==> config.mk <==
export PLATFORM = sky130hd
export DESIGN_NAME = seq_divider_flat
export DESIGN_NICKNAME = d
export VERILOG_FILES = /design/src/rtl/div_pkg.sv /design/src/rtl/seq_divider_if.sv /design/src/rtl/div_step.sv /design/src/rtl/seq_divider.sv /design/src/flat_wrapper.sv
export SDC_FILE = /design/constraint.sdc
export NUM_CORES = 1
export LEC_CHECK = 0
export ABC_AREA = 1
export CAP_MARGIN = 10
export CORE_MARGIN = 8
export CORE_UTILIZATION = 60
export DETAILED_ROUTE_END_ITERATION = 16
export GPL_TIMING_DRIVEN = 0
export PLACE_DENSITY_LB_ADDON = 0.3
export SLEW_MARGIN = 40
export SYNTH_ARGS = -nofsm -noshare
export SYNTH_HDL_FRONTEND = slang
export SYNTH_SLANG_ARGS = --single-unit
==> constraint.sdc <==
create_clock -name clk -period 5.85 [get_ports clk]
set_clock_uncertainty 0.2 [all_clocks]
set_input_delay 1.4625 -clock clk [delete_from_list [all_inputs] [get_ports clk]]
set_output_delay 1.4625 -clock clk [all_outputs]
set_load 0.01 [all_outputs]
==> src/rtl/div_pkg.sv <==
// Shared types and helpers for the sequential radix-2 restoring divider.
package div_pkg;

  typedef enum logic [1:0] {IDLE, CALC, DONE} div_state_t;

  // Width of a down-counter that must hold n-1.
  function automatic int cnt_width(input int n);
    return (n > 2) ? $clog2(n) : 1;
  endfunction

  // Divide-by-zero quotient: all ones in the low n bits (n <= 64).
  function automatic logic [63:0] dbz_quotient(input int n);
    return (n >= 64) ? {64{1'b1}} : ((64'd1 << n) - 64'd1);
  endfunction

endpackage

==> src/rtl/seq_divider_if.sv <==
// Request/response handshake bundle between the CPU datapath and seq_divider.
interface seq_divider_if #(parameter int N = 16) ();
  logic         req_valid;
  logic         req_ready;
  logic         is_signed;
  logic [N-1:0] dividend;
  logic [N-1:0] divisor;
  logic         resp_valid;
  logic         resp_ready;
  logic [N-1:0] quotient;
  logic [N-1:0] remainder;
  logic         div_by_zero;

  modport master (
    output req_valid, is_signed, dividend, divisor, resp_ready,
    input  req_ready, resp_valid, quotient, remainder, div_by_zero
  );

  modport slave (
    input  req_valid, is_signed, dividend, divisor, resp_ready,
    output req_ready, resp_valid, quotient, remainder, div_by_zero
  );
endinterface

==> src/rtl/div_step.sv <==
// One combinational restoring-division iteration: shift, trial subtract, restore.
module div_step #(
  parameter int N = 16
) (
  input  logic [N-1:0] i_rem,
  input  logic [N-1:0] i_quo,
  input  logic [N:0]   i_div,
  output logic [N-1:0] o_rem,
  output logic [N-1:0] o_quo
);

  logic [N:0] w_shift;
  logic       w_ge;

  assign w_shift = {i_rem, i_quo[N-1]};
  assign w_ge    = (w_shift >= i_div);
  // The true difference is below the divisor, so N-bit modular subtraction is exact.
  assign o_rem   = w_ge ? (w_shift[N-1:0] - i_div[N-1:0]) : w_shift[N-1:0];
  assign o_quo   = {i_quo[N-2:0], w_ge};

endmodule

==> src/rtl/seq_divider.sv <==
// Multi-cycle signed/unsigned divider, N iterations per request.
// Optional DIV_EARLY_OUT_EN: finish in one cycle when |dividend| < |divisor| or |divisor| == 1.
module seq_divider
  import div_pkg::*;
#(
  parameter int N = 16
) (
  input logic         clk,
  input logic         rstn,
  seq_divider_if.slave bus
);

  localparam int           CW    = cnt_width(N);
  localparam logic [N-1:0] DBZ_Q = N'(dbz_quotient(N));

  div_state_t    r_state;
  logic [CW-1:0] r_cnt;
  logic [N-1:0]  r_rem_acc;
  logic [N-1:0]  r_quo_acc;
  logic [N:0]    r_ds_mag;
  logic          r_sign_q;
  logic          r_sign_r;
  logic          r_req_ready;
  logic          r_resp_valid;
  logic [N-1:0]  r_quotient;
  logic [N-1:0]  r_remainder;
  logic          r_dbz;

  logic          w_dd_neg;
  logic          w_ds_neg;
  logic [N-1:0]  w_dd_mag;
  logic [N:0]    w_ds_mag;
  logic          w_ds_zero;
  logic [N-1:0]  w_rem_nxt;
  logic [N-1:0]  w_quo_nxt;

  assign w_dd_neg  = bus.is_signed & bus.dividend[N-1];
  assign w_ds_neg  = bus.is_signed & bus.divisor[N-1];
  // Negating MIN in N bits gives 2^(N-1), which is the right unsigned magnitude.
  assign w_dd_mag  = w_dd_neg ? -bus.dividend : bus.dividend;
  assign w_ds_mag  = {1'b0, (w_ds_neg ? -bus.divisor : bus.divisor)};
  assign w_ds_zero = (bus.divisor == '0);

  div_step #(.N(N)) u_step (
    .i_rem (r_rem_acc),
    .i_quo (r_quo_acc),
    .i_div (r_ds_mag),
    .o_rem (w_rem_nxt),
    .o_quo (w_quo_nxt)
  );

  always_ff @(posedge clk or negedge rstn) begin
    if (!rstn) begin
      r_state      <= IDLE;
      r_cnt        <= '0;
      r_rem_acc    <= '0;
      r_quo_acc    <= '0;
      r_ds_mag     <= '0;
      r_sign_q     <= 1'b0;
      r_sign_r     <= 1'b0;
      r_req_ready  <= 1'b1;
      r_resp_valid <= 1'b0;
      r_quotient   <= '0;
      r_remainder  <= '0;
      r_dbz        <= 1'b0;
    end else begin
      case (r_state)
        IDLE: begin
          if (bus.req_valid) begin
            r_req_ready <= 1'b0;
            r_dbz       <= 1'b0;
            r_sign_q    <= w_dd_neg ^ w_ds_neg;
            r_sign_r    <= w_dd_neg;
            r_rem_acc   <= '0;
            r_quo_acc   <= w_dd_mag;
            r_ds_mag    <= w_ds_mag;
            r_cnt       <= CW'(N - 1);
            if (w_ds_zero) begin
              r_state     <= DONE;
              r_quotient  <= DBZ_Q;
              r_remainder <= bus.dividend;
              r_dbz       <= 1'b1;
            end
`ifdef DIV_EARLY_OUT_EN
            else if ({1'b0, w_dd_mag} < w_ds_mag) begin
              r_state     <= DONE;
              r_quotient  <= '0;
              r_remainder <= bus.dividend;
            end else if (w_ds_mag == (N+1)'(1)) begin
              r_state     <= DONE;
              r_quotient  <= (w_dd_neg ^ w_ds_neg) ? -w_dd_mag : w_dd_mag;
              r_remainder <= '0;
            end
`endif
            else begin
              r_state <= CALC;
            end
          end
        end
        CALC: begin
          r_rem_acc <= w_rem_nxt;
          r_quo_acc <= w_quo_nxt;
          if (r_cnt == '0) begin
            r_state      <= DONE;
            r_resp_valid <= 1'b1;
            r_quotient   <= r_sign_q ? -w_quo_nxt : w_quo_nxt;
            r_remainder  <= r_sign_r ? -w_rem_nxt : w_rem_nxt;
          end else begin
            r_cnt <= r_cnt - 1'b1;
          end
        end
        DONE: begin
          // One-cycle paths enter DONE with results loaded; valid follows a cycle later.
          if (!r_resp_valid) begin
            r_resp_valid <= 1'b1;
          end else if (bus.resp_ready) begin
            r_state      <= IDLE;
            r_resp_valid <= 1'b0;
            r_req_ready  <= 1'b1;
          end
        end
        default: r_state <= IDLE;
      endcase
    end
  end

  assign bus.req_ready   = r_req_ready;
  assign bus.resp_valid  = r_resp_valid;
  assign bus.quotient    = r_quotient;
  assign bus.remainder   = r_remainder;
  assign bus.div_by_zero = r_dbz;

endmodule

==> src/flat_wrapper.sv <==
// flat-port wrapper written by rule: the top's interface ports become plain ports
module seq_divider_flat import div_pkg::*;
#(
  parameter int N = 16
)
  (clk, rstn, bus_req_valid, bus_is_signed, bus_dividend, bus_divisor, bus_resp_ready, bus_req_ready, bus_resp_valid, bus_quotient, bus_remainder, bus_div_by_zero);
  seq_divider_if #(.N(N)) bus_i ();
  input logic clk;
  input logic rstn;
  input wire logic [$bits(bus_i.req_valid)-1:0] bus_req_valid;
  input wire logic [$bits(bus_i.is_signed)-1:0] bus_is_signed;
  input wire logic [$bits(bus_i.dividend)-1:0] bus_dividend;
  input wire logic [$bits(bus_i.divisor)-1:0] bus_divisor;
  input wire logic [$bits(bus_i.resp_ready)-1:0] bus_resp_ready;
  output wire logic [$bits(bus_i.req_ready)-1:0] bus_req_ready;
  output wire logic [$bits(bus_i.resp_valid)-1:0] bus_resp_valid;
  output wire logic [$bits(bus_i.quotient)-1:0] bus_quotient;
  output wire logic [$bits(bus_i.remainder)-1:0] bus_remainder;
  output wire logic [$bits(bus_i.div_by_zero)-1:0] bus_div_by_zero;
  assign bus_i.req_valid = bus_req_valid;
  assign bus_i.is_signed = bus_is_signed;
  assign bus_i.dividend = bus_dividend;
  assign bus_i.divisor = bus_divisor;
  assign bus_i.resp_ready = bus_resp_ready;
  assign bus_req_ready = bus_i.req_ready;
  assign bus_resp_valid = bus_i.resp_valid;
  assign bus_quotient = bus_i.quotient;
  assign bus_remainder = bus_i.remainder;
  assign bus_div_by_zero = bus_i.div_by_zero;
  seq_divider #(.N(N)) u_core (.clk(clk), .rstn(rstn), .bus(bus_i));
endmodule
==> impl_metrics.ini, run 1 <==
[timing]
maxSlewViolCount = 0
setup_ws_ns = 1.79
setup_tns_ns = 0
period_needed_ns = 4.06
hold_viol_final = 0
worst_slew_pin_slew_ns = 0.671
setup_viol = 0
fin_crit_sh = 0.694
clock.fmax_ghz = 0.246
holdWs_ns = 0.289
rsz0062_at_grt = no
maxSlewHeadroom = 0.553

[clock_tree]
path_clk_slew_ns = 0.09
worstSkewPairLatency_ns = 0.37
cts_tree = yes
cts_made_buffers = 9
cts_hold_buf = 0
ctsResizeCount = 0
h-tree-depth = 3
postCtsSetupBuffers = 0
numClockSinks = 91
root_buffer = clkbuf_8
clk_path_buf_depth = 2

[drt]
drtIter0Drc = 820
firstDrtPassIters = 5
post_drt_wl_per_cell_um = 16.6
drt-total-wl_um = 19600
antenna_left = 0
drcViolationCount = 0
vias = 6808
avgViaCountPerCell = 5.77

[die]
dieArea_um2 = 14600
placementRows = 38
core-area_um2 = 10800
die_x_um = 121
num_io_pins = 72
start_util = 0.612
dieHeight_um = 121

[pwr]
clkPwrFrac = 0.074
combinationalPowerShare = 0.711
leakage_nw = 3.76
ir_drop_v = 0.000322
intPower_w = 0.00242
pwr-share-seq = 0.214
netSwitchingFraction = 0.549
p_per_area_nw_per_um2 = 697
p_sw_w = 0.00294

[setup_path]
arrival_ns = 4.17
path_class = input pin to flip-flop
crit_fanout = 10
crit_required_ns = 5.95
cp_slowest_cell = clkdlybuf4s50_1
path_buf_inv = 6
crit_path_max_incr_delay_ns = 0.42
crit_path_frequent_cell = nand3_1
start_kind = input pin
cp_cell_sequence = clkdlybuf4s50_1 -> inv_1 -> ha_1 -> nand3_1 -> nor3_2 -> nand3_1 -> inv_2 -> nand3_1 -> nand2_1 -> nand3_2 -> inv_2 -> buf_4 -> buf_2 -> o2111ai_1 -> nand2_1
path_delay_family = buffers and inverters
critPathCaptureType = flip-flop

[layout]
diodes = 0
area_growth_pct = 16.6
final-seq-area_um2 = 2280
multi_input_area_um2 = 3600
fillCellCount = 907
final_cell_area_um2 = 7700
nets = 1093
post_route_cells_drive_above_1_share = 0.0866

[global_routing]
overflow = 0
grt_pass1_wl_um = 31700
grt_pass1_vias = 6382
antenna_found_initial = 0
grt_use_total = 0.270
grt_start_max_net_pins = 58

[place]
dpl_cell_area_um2 = 7520
dpl_worst_slack_ns = 1.51
port_buffers = 71
hpwlAfterDp_um = 15300
place_congestion = 0.969

[synthesis]
synth.distinct_cells = 53
ys_top_cells_by_area = dfrtp_1, nand2_1, inv_1
syn_inst = 951
synth-seq-area-share = 0.345
synthArstFlopShare = 1.00
synth_edf_count = 0
synth_top_area_share = 0.341
ys_warn_count = 0
syn-num-nets = 1010
ys_seq_elements = 91
ys.flop_type = dfrtp_1
yosysTopAreaCell = dfrtp_1
netlist_area_um2 = 6610
synth.avg_cell_area_um2 = 6.95

[run_status]
outcome = complete, no violations

[worst_hold_path]
min_path_type = flip-flop to flip-flop

[job]
drv_cap = 0
-- final cells by class --
| type | instances | share of cell area |
|---|---|---|
| tap | 140 | 0.0227 |
| multi-input combinational | 680 | 0.468 |
| timing repair buffer | 72 | 0.0960 |
| clock buffer | 11 | 0.0184 |
| sequential | 91 | 0.296 |
| buffer | 32 | 0.0218 |
| clock inverter | 5 | 0.00487 |
| inverter | 148 | 0.0721 |
-- synth_stat cells, types with 2 or more instances --
master	instances
a211oi_1	3
a21oi_1	35
a21oi_2	2
a221oi_1	2
a31oi_1	9
a41oi_1	5
buf_2	4
buf_4	3
buf_6	2
clkbuf_1	21
clkinv_1	3
dfrtp_1	90
ha_1	21
inv_1	136
inv_2	9
nand2_1	233
nand2_2	20
nand2_4	7
nand3_1	75
nand3_2	4
nand4_1	11
nor2_1	68
nor2_2	8
nor2_4	2
nor3_1	28
nor3_2	2
nor3_4	2
nor4_1	4
o2111ai_1	2
o211ai_1	7
o21ai_0	69
o21ai_1	8
o22ai_1	12
o311ai_0	2
o31ai_1	6
or2_2	2
xnor2_1	6
xor2_1	13
-- cell families after synthesis --
logic type,Yosys count,share of synthesized area
flops,91,0.345
simple gates,470,0.327
buf+inv,180,0.109
fa+ha+maj,22,0.0428
xor+xnor,19,0.0252
compound gates,169,0.151
-- through the flow --
stage / util / std cells / power, W
after floorplan: - / 951 / 0.00380
after global placement: 0.694 / 1162 / 0.00480
after detailed placement: 0.697 / 1163 / 0.00489
after CTS: 0.713 / 1179 / 0.00530
after global routing: 0.713 / 1179 / 0.00581
final: 0.713 / 1179 / 0.00536
-- registers in the layout, summed over array words and instances, names as in the netlist, 2 cells and up --
name	flops
u_core.bus.quotient	16
u_core.bus.remainder	16
u_core.r_cnt	4
u_core.r_ds_mag	16
u_core.r_quo_acc	16
u_core.r_rem_acc	16
u_core.r_state	2
-- path summary, 6_finish.rpt --
| path | start | end | slack [ns] | depth (start not counted) |
|---|---|---|---|---|
| max | bus_divisor[0] | u_core.bus.remainder[3] | 1.79 | 15 |
| min | u_core.bus.quotient[3] | u_core.bus.quotient[3] | 0.29 | 2 |
| max reg2reg | u_core.r_ds_mag[12] | u_core.bus.quotient[12] | 1.79 | 26 |
| min reg2reg | u_core.bus.quotient[3] | u_core.bus.quotient[3] | 0.29 | 2 |
| max in group asynchronous | rstn | u_core.bus.remainder[13] | 4.08 | 2 |
| min in group asynchronous | rstn | u_core.r_ds_mag[2] | 0.78 | 1 |
-- layer usage --
metal	share of wire	vias up	wire length [µm]	GRT usage
li1	-	3286	-	-
met4	0.017	0	327	0.0804
met1	0.45	3152	8710	0.382
met3	0.096	31	1880	0.0489
met2	0.44	339	8650	0.413
met5	0	-	0	0
-- worst reg2reg max path, stage by stage (launching register included) --
cell and delay [ns]:
dfrtp_1 0.38, inv_1 0.13, ha_1 0.32, nand2_2 0.15, inv_2 0.04, nand2_2 0.06, nand2_2 0.06, nand2_2 0.06
nand2_2 0.06, nor2_4 0.20, nand2_4 0.09, buf_6 0.16, inv_2 0.13, ha_1 0.21, inv_1 0.07, nor3_1 0.25
inv_1 0.10, nor3_1 0.21, inv_1 0.09, nor3_1 0.18, inv_1 0.11, nor2_1 0.21, nand3_1 0.11, nand2_1 0.11
a31oi_1 0.09, o31ai_1 0.12, nand2_1 0.08
-- cell usage in the layout, fill, tap and decap left out, types with 21 or more instances in the layout --
cell | synthesis | final
a21oi_1 | 35 | 35
clkbuf_1 | 21 | 22
clkdlybuf4s50_1 | 0 | 70
dfrtp_1 | 90 | 90
ha_1 | 21 | 21
inv_1 | 136 | 136
nand2_1 | 233 | 233
nand3_1 | 75 | 75
nor2_1 | 68 | 68
nor3_1 | 28 | 28
o21ai_0 | 69 | 69
-- power groups by stage --
stage                     registers, W  logic, W  clock network, W
final                          0.00115   0.00382          0.000399
after global routing           0.00118   0.00421          0.000425
after CTS                      0.00114   0.00376          0.000400
after detailed placement       0.00115   0.00373                 0
after global placement         0.00114   0.00366                 0
after floorplan                0.00115   0.00265                 0
(Power assumes the default switching activity.)
==> inputs of run 2 (changes only) <==
--- a/config.mk
+++ b/config.mk
@@ -8,7 +8,7 @@
 export ABC_AREA = 1
 export CAP_MARGIN = 10
 export CORE_MARGIN = 8
-export CORE_UTILIZATION = 60
+export CORE_UTILIZATION = 58
 export DETAILED_ROUTE_END_ITERATION = 16
 export GPL_TIMING_DRIVEN = 0
 export PLACE_DENSITY_LB_ADDON = 0.3
==> constraint.sdc (replaced) <==
create_clock -name clk -period 3.9 [get_ports clk]
set_clock_uncertainty 0.2 [all_clocks]
set_input_delay 0.975 -clock clk [delete_from_list [all_inputs] [get_ports clk]]
set_output_delay 0.975 -clock clk [all_outputs]
set_load 0.01 [all_outputs]
==> impl_metrics.ini, run 2 (synthesized netlist as in run 1, its figures left out) <==
[die]
dieArea_um2 = 15100
num_io_pins = 72
die_x_um = 123
placementRows = 39
core-area_um2 = 11300
dieHeight_um = 123
start_util = 0.586

[job]
drv_cap = 0

[timing]
period_needed_ns = 3.69
hold_viol_final = 0
setup_tns_ns = 0
fin_crit_sh = 0.947
maxSlewHeadroom = 0.523
maxSlewViolCount = 0
clock.fmax_ghz = 0.271
worst_slew_pin_slew_ns = 0.716
setup_viol = 0

[clock_tree]
cts_tree = yes
h-tree-depth = 3
path_clk_slew_ns = 0.07
numClockSinks = 91
worstSkewPairLatency_ns = 0.35
cts_hold_buf = 0
clk_path_buf_depth = 2
root_buffer = clkbuf_16
cts_made_buffers = 9

[layout]
post_route_cells_drive_above_1_share = 0.0980
area_growth_pct = 20.1
nets = 1095
most-common-layout-cells = nand2_1, inv_1, dfrtp_1, nand3_1, clkdlybuf4s50_1
final_cell_area_um2 = 7930
mostFrequentLayoutCell = nand2_1
diodes = 0

[drt]
avgViaCountPerCell = 5.84
drcViolationCount = 0
vias = 6914
met2_length_um = 9640
drt-total-wl_um = 21300
post_drt_wl_per_cell_um = 18.0
wl_met1_um = 9120
firstDrtPassIters = 5
antenna_left = 0
route.met3.wl_um = 2020
drtIter0Drc = 674
top_layer_used = met4

[setup_path]
path_buf_inv = 7
crit_fanout = 10
critPathCaptureType = flip-flop
path_delay_family = simple AND/OR/NAND/NOR gates
path_class = flip-flop to flip-flop
arrival_ns = 3.73
cp_slowest_cell = dfrtp_1
start_kind = flip-flop
crit_path_max_incr_delay_ns = 0.40
crit_required_ns = 3.93

[global_routing]
grt_pass1_vias = 6504
grt_use_total = 0.285
overflow = 0
antenna_found_initial = 0
grt_start_max_net_pins = 50
grt_pass1_wl_um = 33100

[pwr]
leakage_nw = 3.84
ir_drop_v = 0.000621
p_per_area_nw_per_um2 = 1080

[run_status]
outcome = complete, no violations

[worst_hold_path]
min_path_type = flip-flop to flip-flop

[place]
hpwlAfterDp_um = 16000
place_congestion = 0.970
dpl_cell_area_um2 = 7520
port_buffers = 71
==> run 2: routing by layer <==
layer  up-vias  track usage
li1       3302            -
met1      3215        0.388
met2       352        0.434
met3        45       0.0649
met4         0        0.107
met5         -            0
==> run 2: stage by stage <==
step                cells  hold WS [ns]  power, W   util  setup slack, ns
CTS                  1182         0.286   0.00841  0.697           0.0122
global placement     1165         0.265   0.00726  0.665            -1.72
global route         1184         0.308   0.00926  0.704          -0.0545
detailed placement   1166         0.269   0.00740  0.668        -0.000750
finish               1184         0.282   0.00860  0.704            0.207
floorplan             951         0.253   0.00571      -            0.702
==> run 2: final timing paths <==
kind                                         start                 endpoint  slack (ns)  cells after the start
hold reg to reg            u_core.bus.remainder[8]  u_core.bus.remainder[8]        0.28                      2
max in group asynchronous                     rstn     u_core.bus.req_ready        2.54                      2
setup / recovery               u_core.r_rem_acc[1]  u_core.bus.quotient[12]        0.21                     26
hold / removal             u_core.bus.remainder[8]  u_core.bus.remainder[8]        0.28                      2
setup reg to reg               u_core.r_rem_acc[1]  u_core.bus.quotient[12]        0.21                     26
min in group asynchronous                     rstn       u_core.r_ds_mag[5]        0.34                      1
==> run 2: worst reg2reg max path, cell delays in order (launching register included) <==
cell	delay [ns]
dfrtp_1	0.40
ha_1	0.29
buf_4	0.17
nand2_2	0.07
nand2_1	0.07
nand2_2	0.07
nand2_1	0.06
nand2_2	0.07
nand3_2	0.09
nand2_4	0.12
nand2_4	0.07
buf_6	0.15
inv_2	0.12
ha_1	0.20
inv_1	0.07
nor3_2	0.13
inv_1	0.09
nor3_2	0.15
inv_1	0.09
nor3_2	0.13
inv_1	0.13
nor2_4	0.13
nand3_1	0.08
nand2_1	0.12
a31oi_1	0.10
o31ai_1	0.11
nand2_1	0.08
==> run 2: area by class of cell <==
type                            instances  area [µm²]
Fill cell                             970        3340
Sequential cell                        91        2280
Timing Repair Buffer                   74         754
Tap cell                              143         179
Clock buffer                           11         243
Buffer                                 32         168
Inverter                              148         556
Clock inverter                          5        83.8
Multi-Input combinational cell        680        3670
==> run 2: what timing repair did <==
action / in CTS / in global routing
setup endpoints to repair: 0 / 3
hold endpoints to repair: 0 / 0
setup buffers: 0 / 2
resized for setup: 0 / 11
==> run 2: where the power goes <==
| group | internal (W) | switching, W |
|---|---|---|
| sequential | 0.00140 | 0.000362 |
| combinational | 0.00202 | 0.00384 |
| clock | 0.000582 | 0.000395 |
